## config.mk

```make
export PLATFORM = sky130hd
export DESIGN_NAME = pixel_frame_buffer
export DESIGN_NICKNAME = d
export VERILOG_FILES = /design/src/rtl/pixel_frame_buffer.sv
export SDC_FILE = /design/constraint.sdc
export NUM_CORES = 1
export LEC_CHECK = 0
export CORE_UTILIZATION = 61
export CTS_CLUSTER_DIAMETER = 120
export DETAILED_ROUTE_END_ITERATION = 10
export DONT_BUFFER_PORTS = 1
export MAX_ROUTING_LAYER = met4
export PLACE_DENSITY = 0.85
export SKIP_LAST_GASP = 1
export SYNTH_ARGS = -nofsm -noshare
export SYNTH_HDL_FRONTEND = slang
export SYNTH_SLANG_ARGS = --single-unit
export TNS_END_PERCENT = 100
```

## constraint.sdc

```tcl
create_clock -name clk -period 1.7 [get_ports clk]
set_clock_uncertainty 0.05 [all_clocks]
set_input_delay 0.34 -clock clk [delete_from_list [all_inputs] [get_ports clk]]
set_output_delay 0.34 -clock clk [all_outputs]
set_load 0.01 [all_outputs]
```

## src/rtl/pixel_frame_buffer.sv

```systemverilog
// pixel_frame_buffer: single-port IMG_W x IMG_H frame store with valid/ready pixel streams
// and row/frame markers on the read side. Define PFB_CLEAR_EN to build the clear command.
//
// state   | meaning
// --------+-----------------------------------------------------------
// S_IDLE  | waiting for enable; addr/col parked at 0; done may pulse here
// S_WRITE | accepting upstream pixels into mem[addr]
// S_READ  | presenting mem[addr] downstream
// S_CLEAR | writing CLR_VAL to one location per cycle (PFB_CLEAR_EN only)
module pixel_frame_buffer #(
    parameter int              DW      = 8,
    parameter int              IMG_W   = 2,
    parameter int              IMG_H   = 2,
    parameter logic [DW-1:0]   CLR_VAL = '0
) (
    input  logic          clk,
    input  logic          rst_n,
    input  logic          enable,
    input  logic          rw,
    input  logic          clear,
    input  logic          wr_valid,
    input  logic [DW-1:0] wr_data,
    output logic          wr_ready,
    input  logic          rd_ready,
    output logic          rd_valid,
    output logic [DW-1:0] rd_data,
    output logic          rd_eol,
    output logic          rd_last,
    output logic          busy,
    output logic          done
);

    localparam int DEPTH = IMG_W * IMG_H;
    localparam int AW    = (DEPTH > 1) ? $clog2(DEPTH) : 1;
    localparam int CW    = (IMG_W > 1) ? $clog2(IMG_W) : 1;

    localparam logic [AW-1:0] LAST_ADDR = AW'(DEPTH - 1);
    localparam logic [CW-1:0] LAST_COL  = CW'(IMG_W - 1);

    typedef enum logic [1:0] {
        S_IDLE  = 2'd0,
        S_WRITE = 2'd1,
        S_READ  = 2'd2
`ifdef PFB_CLEAR_EN
        ,
        S_CLEAR = 2'd3
`endif
    } state_t;

    state_t        state;
    logic [AW-1:0] addr;
    logic [CW-1:0] col;

    logic [DW-1:0] mem [DEPTH];

    logic          xfer;
    logic          at_last;
    logic          mem_we;
    logic [DW-1:0] mem_wdata;
    logic [AW-1:0] addr_inc;
    logic [CW-1:0] col_next;

    assign at_last  = (addr == LAST_ADDR);
    assign addr_inc = addr + AW'(1);
    assign col_next = (col == LAST_COL) ? '0 : col + CW'(1);

    // xfer marks a cycle in which the current location is consumed and addr may advance
    always_comb begin
        xfer      = 1'b0;
        mem_we    = 1'b0;
        mem_wdata = wr_data;
        case (state)
            S_WRITE: begin
                xfer   = wr_valid;
                mem_we = wr_valid;
            end
            S_READ: begin
                xfer = rd_ready;
            end
`ifdef PFB_CLEAR_EN
            S_CLEAR: begin
                xfer      = 1'b1;
                mem_we    = 1'b1;
                mem_wdata = CLR_VAL;
            end
`endif
            default: begin
                xfer = 1'b0;
            end
        endcase
    end

`ifndef PFB_CLEAR_EN
    logic unused_clear;
    assign unused_clear = clear;
`endif

    // Frame contents deliberately survive rst_n
    always_ff @(posedge clk) begin
        if (mem_we) begin
            mem[addr] <= mem_wdata;
        end
    end

    always_ff @(posedge clk or negedge rst_n) begin
        if (!rst_n) begin
            state <= S_IDLE;
            addr  <= '0;
            col   <= '0;
            done  <= 1'b0;
        end else begin
            done <= 1'b0;
            if (state == S_IDLE) begin
                addr <= '0;
                col  <= '0;
                if (enable) begin
`ifdef PFB_CLEAR_EN
                    if (clear) begin
                        state <= S_CLEAR;
                    end else
`endif
                    if (rw) begin
                        state <= S_WRITE;
                    end else begin
                        state <= S_READ;
                    end
                end
            end else if (!enable) begin
                // abort: any same-cycle handshake has already been honoured by the memory port
                state <= S_IDLE;
                addr  <= '0;
                col   <= '0;
            end else if (xfer) begin
                if (at_last) begin
                    state <= S_IDLE;
                    done  <= 1'b1;
                    addr  <= '0;
                    col   <= '0;
                end else begin
                    addr <= addr_inc;
                    col  <= col_next;
                end
            end
        end
    end

    assign busy     = (state != S_IDLE);
    assign wr_ready = (state == S_WRITE);
    assign rd_valid = (state == S_READ);
    assign rd_data  = rd_valid ? mem[addr] : '0;
    assign rd_eol   = rd_valid & (col == LAST_COL);
    assign rd_last  = rd_valid & at_last;

endmodule

```

==> results.py <==
metrics = {
    "pwr": {
        "power_leakage_uw": 0.000720,
        "p_seq_frac": 0.491,
        "power_frac_comb": 0.318,
        "p_int_uw": 1600,
        "net-switching-power_uw": 662,
        "power.density_mw_per_mm2": 1170,
        "ir_drop_uv": 978,
        "swShare": 0.292,
        "total_power_uw": 2260,
        "clockPowerShare": 0.191,
    },
    "placement": {
        "port_buffers": 0,
        "placed_area_sq_mm": 0.00177,
        "gp_congestion": 0.716,
        "hpwl_um": 1880,
    },
    "yosys": {
        "synth-seq-cells": 38,
        "synth_cells": 97,
        "yosysTopAreaCellShare": 0.584,
        "synth_area_per_cell_sq_um": 17.0,
        "synth_compound_area_frac": 0.0213,
        "seq_area_frac_synth": 0.675,
        "synth_xor_area_frac": 0,
        "yosys.area_share.adder": 0.0532,
        "synth_top_family_by_area": "multiplexers",
        "synth_nets": 119,
        "synthMuxAreaShare": 0.136,
        "yosys.area_share.simple": 0.0881,
        "syn_area_sq_mm": 0.00165,
        "yosysWarnings": 0,
        "synth_cell_types": 21,
        "yosys-top-cells-area": "edfxtp_1, mux4_2, dfrtp_1",
        "yosysTopAreaCell": "edfxtp_1",
    },
    "timing": {
        "rsz0062_at_grt": "true",
        "finalCritPeriodShare": 1.15,
        "timing.final.crit_period_ps": 1950,
        "fin_ws_ps": -252,
        "tightest_slew_ps": 415,
        "finalSetupViolCount": 8,
        "slew_violations": 0,
        "relSlewSlack": 0.723,
        "hold_violations": 0,
        "fmax_mhz": 512,
    },
    "global_route": {
        "track_usage": 0.238,
        "grt_pass1_wl_um": 4160,
        "grt_max_degree": 12,
        "grt_pass1_vias": 838,
        "grt.overflow.total": 0,
        "antenna_found_initial": 0,
    },
    "final_layout": {
        "syn_to_final_growth_pct": 17.8,
        "layout_common_cells": "edfxtp_1, and2_4, buf_4",
        "multi_input_area_sq_um": 553,
        "drive_gt1_frac": 0.390,
        "final_nets": 139,
        "fillers": 132,
        "fin_util": 0.769,
        "final_common_cell": "edfxtp_1",
        "antennaDiodeCount": 0,
        "seqCellArea_sq_mm": 0.00111,
        "fin_area_sq_mm": 0.00194,
    },
    "cts": {
        "cts-root-buf": "clkbuf_4",
        "cts-htree-levels": 2,
        "numCtsBuffers": 5,
        "clk_pin_slew_worst_paths_ps": 110,
        "clock_latency_ps": 340,
        "cts.sinks": 38,
        "clk_path_buf_depth": 2,
        "cts_tree": "done",
    },
    "critical_path": {
        "worstPathArrival_ps": 1560,
        "worstSetupPathType": "flop to primary output",
        "cp_cell_sequence": "buf_6 -> mux4_2 -> and2_4",
        "critPathSlowestCell": "mux4_2",
        "cp.required_ps": 1310,
        "end_kind": "primary output",
        "path_delay_family": "multiplexers",
        "path_buf_inv": 1,
        "critPathLaunchType": "flop",
        "path_max_fanout": 7,
        "max_stage_delay_ps": 500,
    },
    "drt": {
        "first_pass_iters": 4,
        "drt_iter0_markers": 37,
        "postRouteAntennaNets": 0,
        "wl_per_cell_um": 19.7,
        "drc_errors": 0,
        "wl_um": 2920,
        "drt-vias-per-instance": 5.97,
        "dr_total_vias": 884,
    },
    "die": {
        "start_util": 0.653,
        "die_h_um": 54.0,
        "fp-row-count": 18,
        "ios": 29,
        "die_width_um": 54.0,
        "core_area_sq_mm": 0.00252,
        "die_area_sq_mm": 0.00291,
    },
    "run_status": {
        "violations": "setup timing",
        "status": "finished with violations",
    },
    "run": {
        "cap_violations": 0,
    },
    "min_path": {
        "hold_class": "input pin to flop",
    },
}
cells in the mapped netlist, drive strengths merged:
| cell | instances |
|---|---|
| edfxtp | 32 |
| and2 | 10 |
| mux4 | 8 |
| ha | 7 |
| nand2 | 7 |
| dfrtp | 6 |
| inv | 5 |
| and3 | 4 |
| mux2i | 4 |
| buf | 3 |
| nand3 | 2 |
| nor2 | 2 |
| a22o | 1 |
| a31o | 1 |
| a32o | 1 |
| clkbuf | 1 |
| nor2b | 1 |
| nor3b | 1 |
| o31ai | 1 |
layout make-up:
cell class,instances,area share
Clock buffer,7,0.0232
Inverter,5,0.00968
Clock inverter,1,0.00194
Timing Repair Buffer,17,0.0877
Multi-Input combinational cell,50,0.285
Tap cell,30,0.0194
Sequential cell,38,0.573
flip-flops by register name, summed over array words and instances (netlist names):
| name | flops |
|---|---|
| state | 2 |
| mem | 32 |
| done | 1 |
| addr | 2 |
| col | 1 |
through the flow:
stage	worst slack (ps)	std cells	TNS [ps]	hold WS (ps)
final	-252	148	-1860	38.0
after global routing	-319	148	-2470	18.0
after CTS	-265	147	-1980	21.7
after detailed placement	76.8	134	0	-5.45
after global placement	80.5	134	0	-5.46
after floorplan	76.7	97	0	-5.59
power by group through the flow:
stage | clock (uW) | sequential (uW) | combinational, uW
final | 433 | 1110 | 720
after global routing | 473 | 1120 | 783
after CTS | 448 | 1110 | 658
after detailed placement | 0 | 1120 | 537
after global placement | 0 | 1120 | 514
after floorplan | 0 | 1120 | 376
kinds of logic after synthesis:
family / after synthesis
DFF: 38
adders and majority gates: 7
AOI/OAI and AO/OA: 4
and+or+nand+nor: 27
muxes: 12
buffers and inverters: 9
per-layer routing:
layer	global-route usage	wire, um	vias to the layer above
met1	0.300	1220	444
met4	0.123	38	0
met3	0.0904	177	4
met2	0.333	1480	31
li1	-	-	405
met5	-	0	-
repair_timing:
action | in CTS | in global routing
pin swaps | 9 | 0
resized for setup | 18 | 6
hold buffers | 1 | 0
setup buffers | 4 | 1
endpoints found under the hold margin | 6 | 0
setup endpoints to repair | 10 | 21
worst paths after layout:
kind                       startpoint         end  slack, ps  depth (start not counted)
setup / recovery              addr[0]  rd_data[0]       -250                          3
hold / removal             wr_data[1]   mem[3][1]         40                          0
setup reg to reg              addr[0]   mem[3][5]         80                          6
hold reg to reg                   col         col        510                          2
max in group asynchronous       rst_n     addr[1]       1100                          1
min in group asynchronous       rst_n        done        260                          1
No activity file was read; power rests on OpenSTA's default activity.
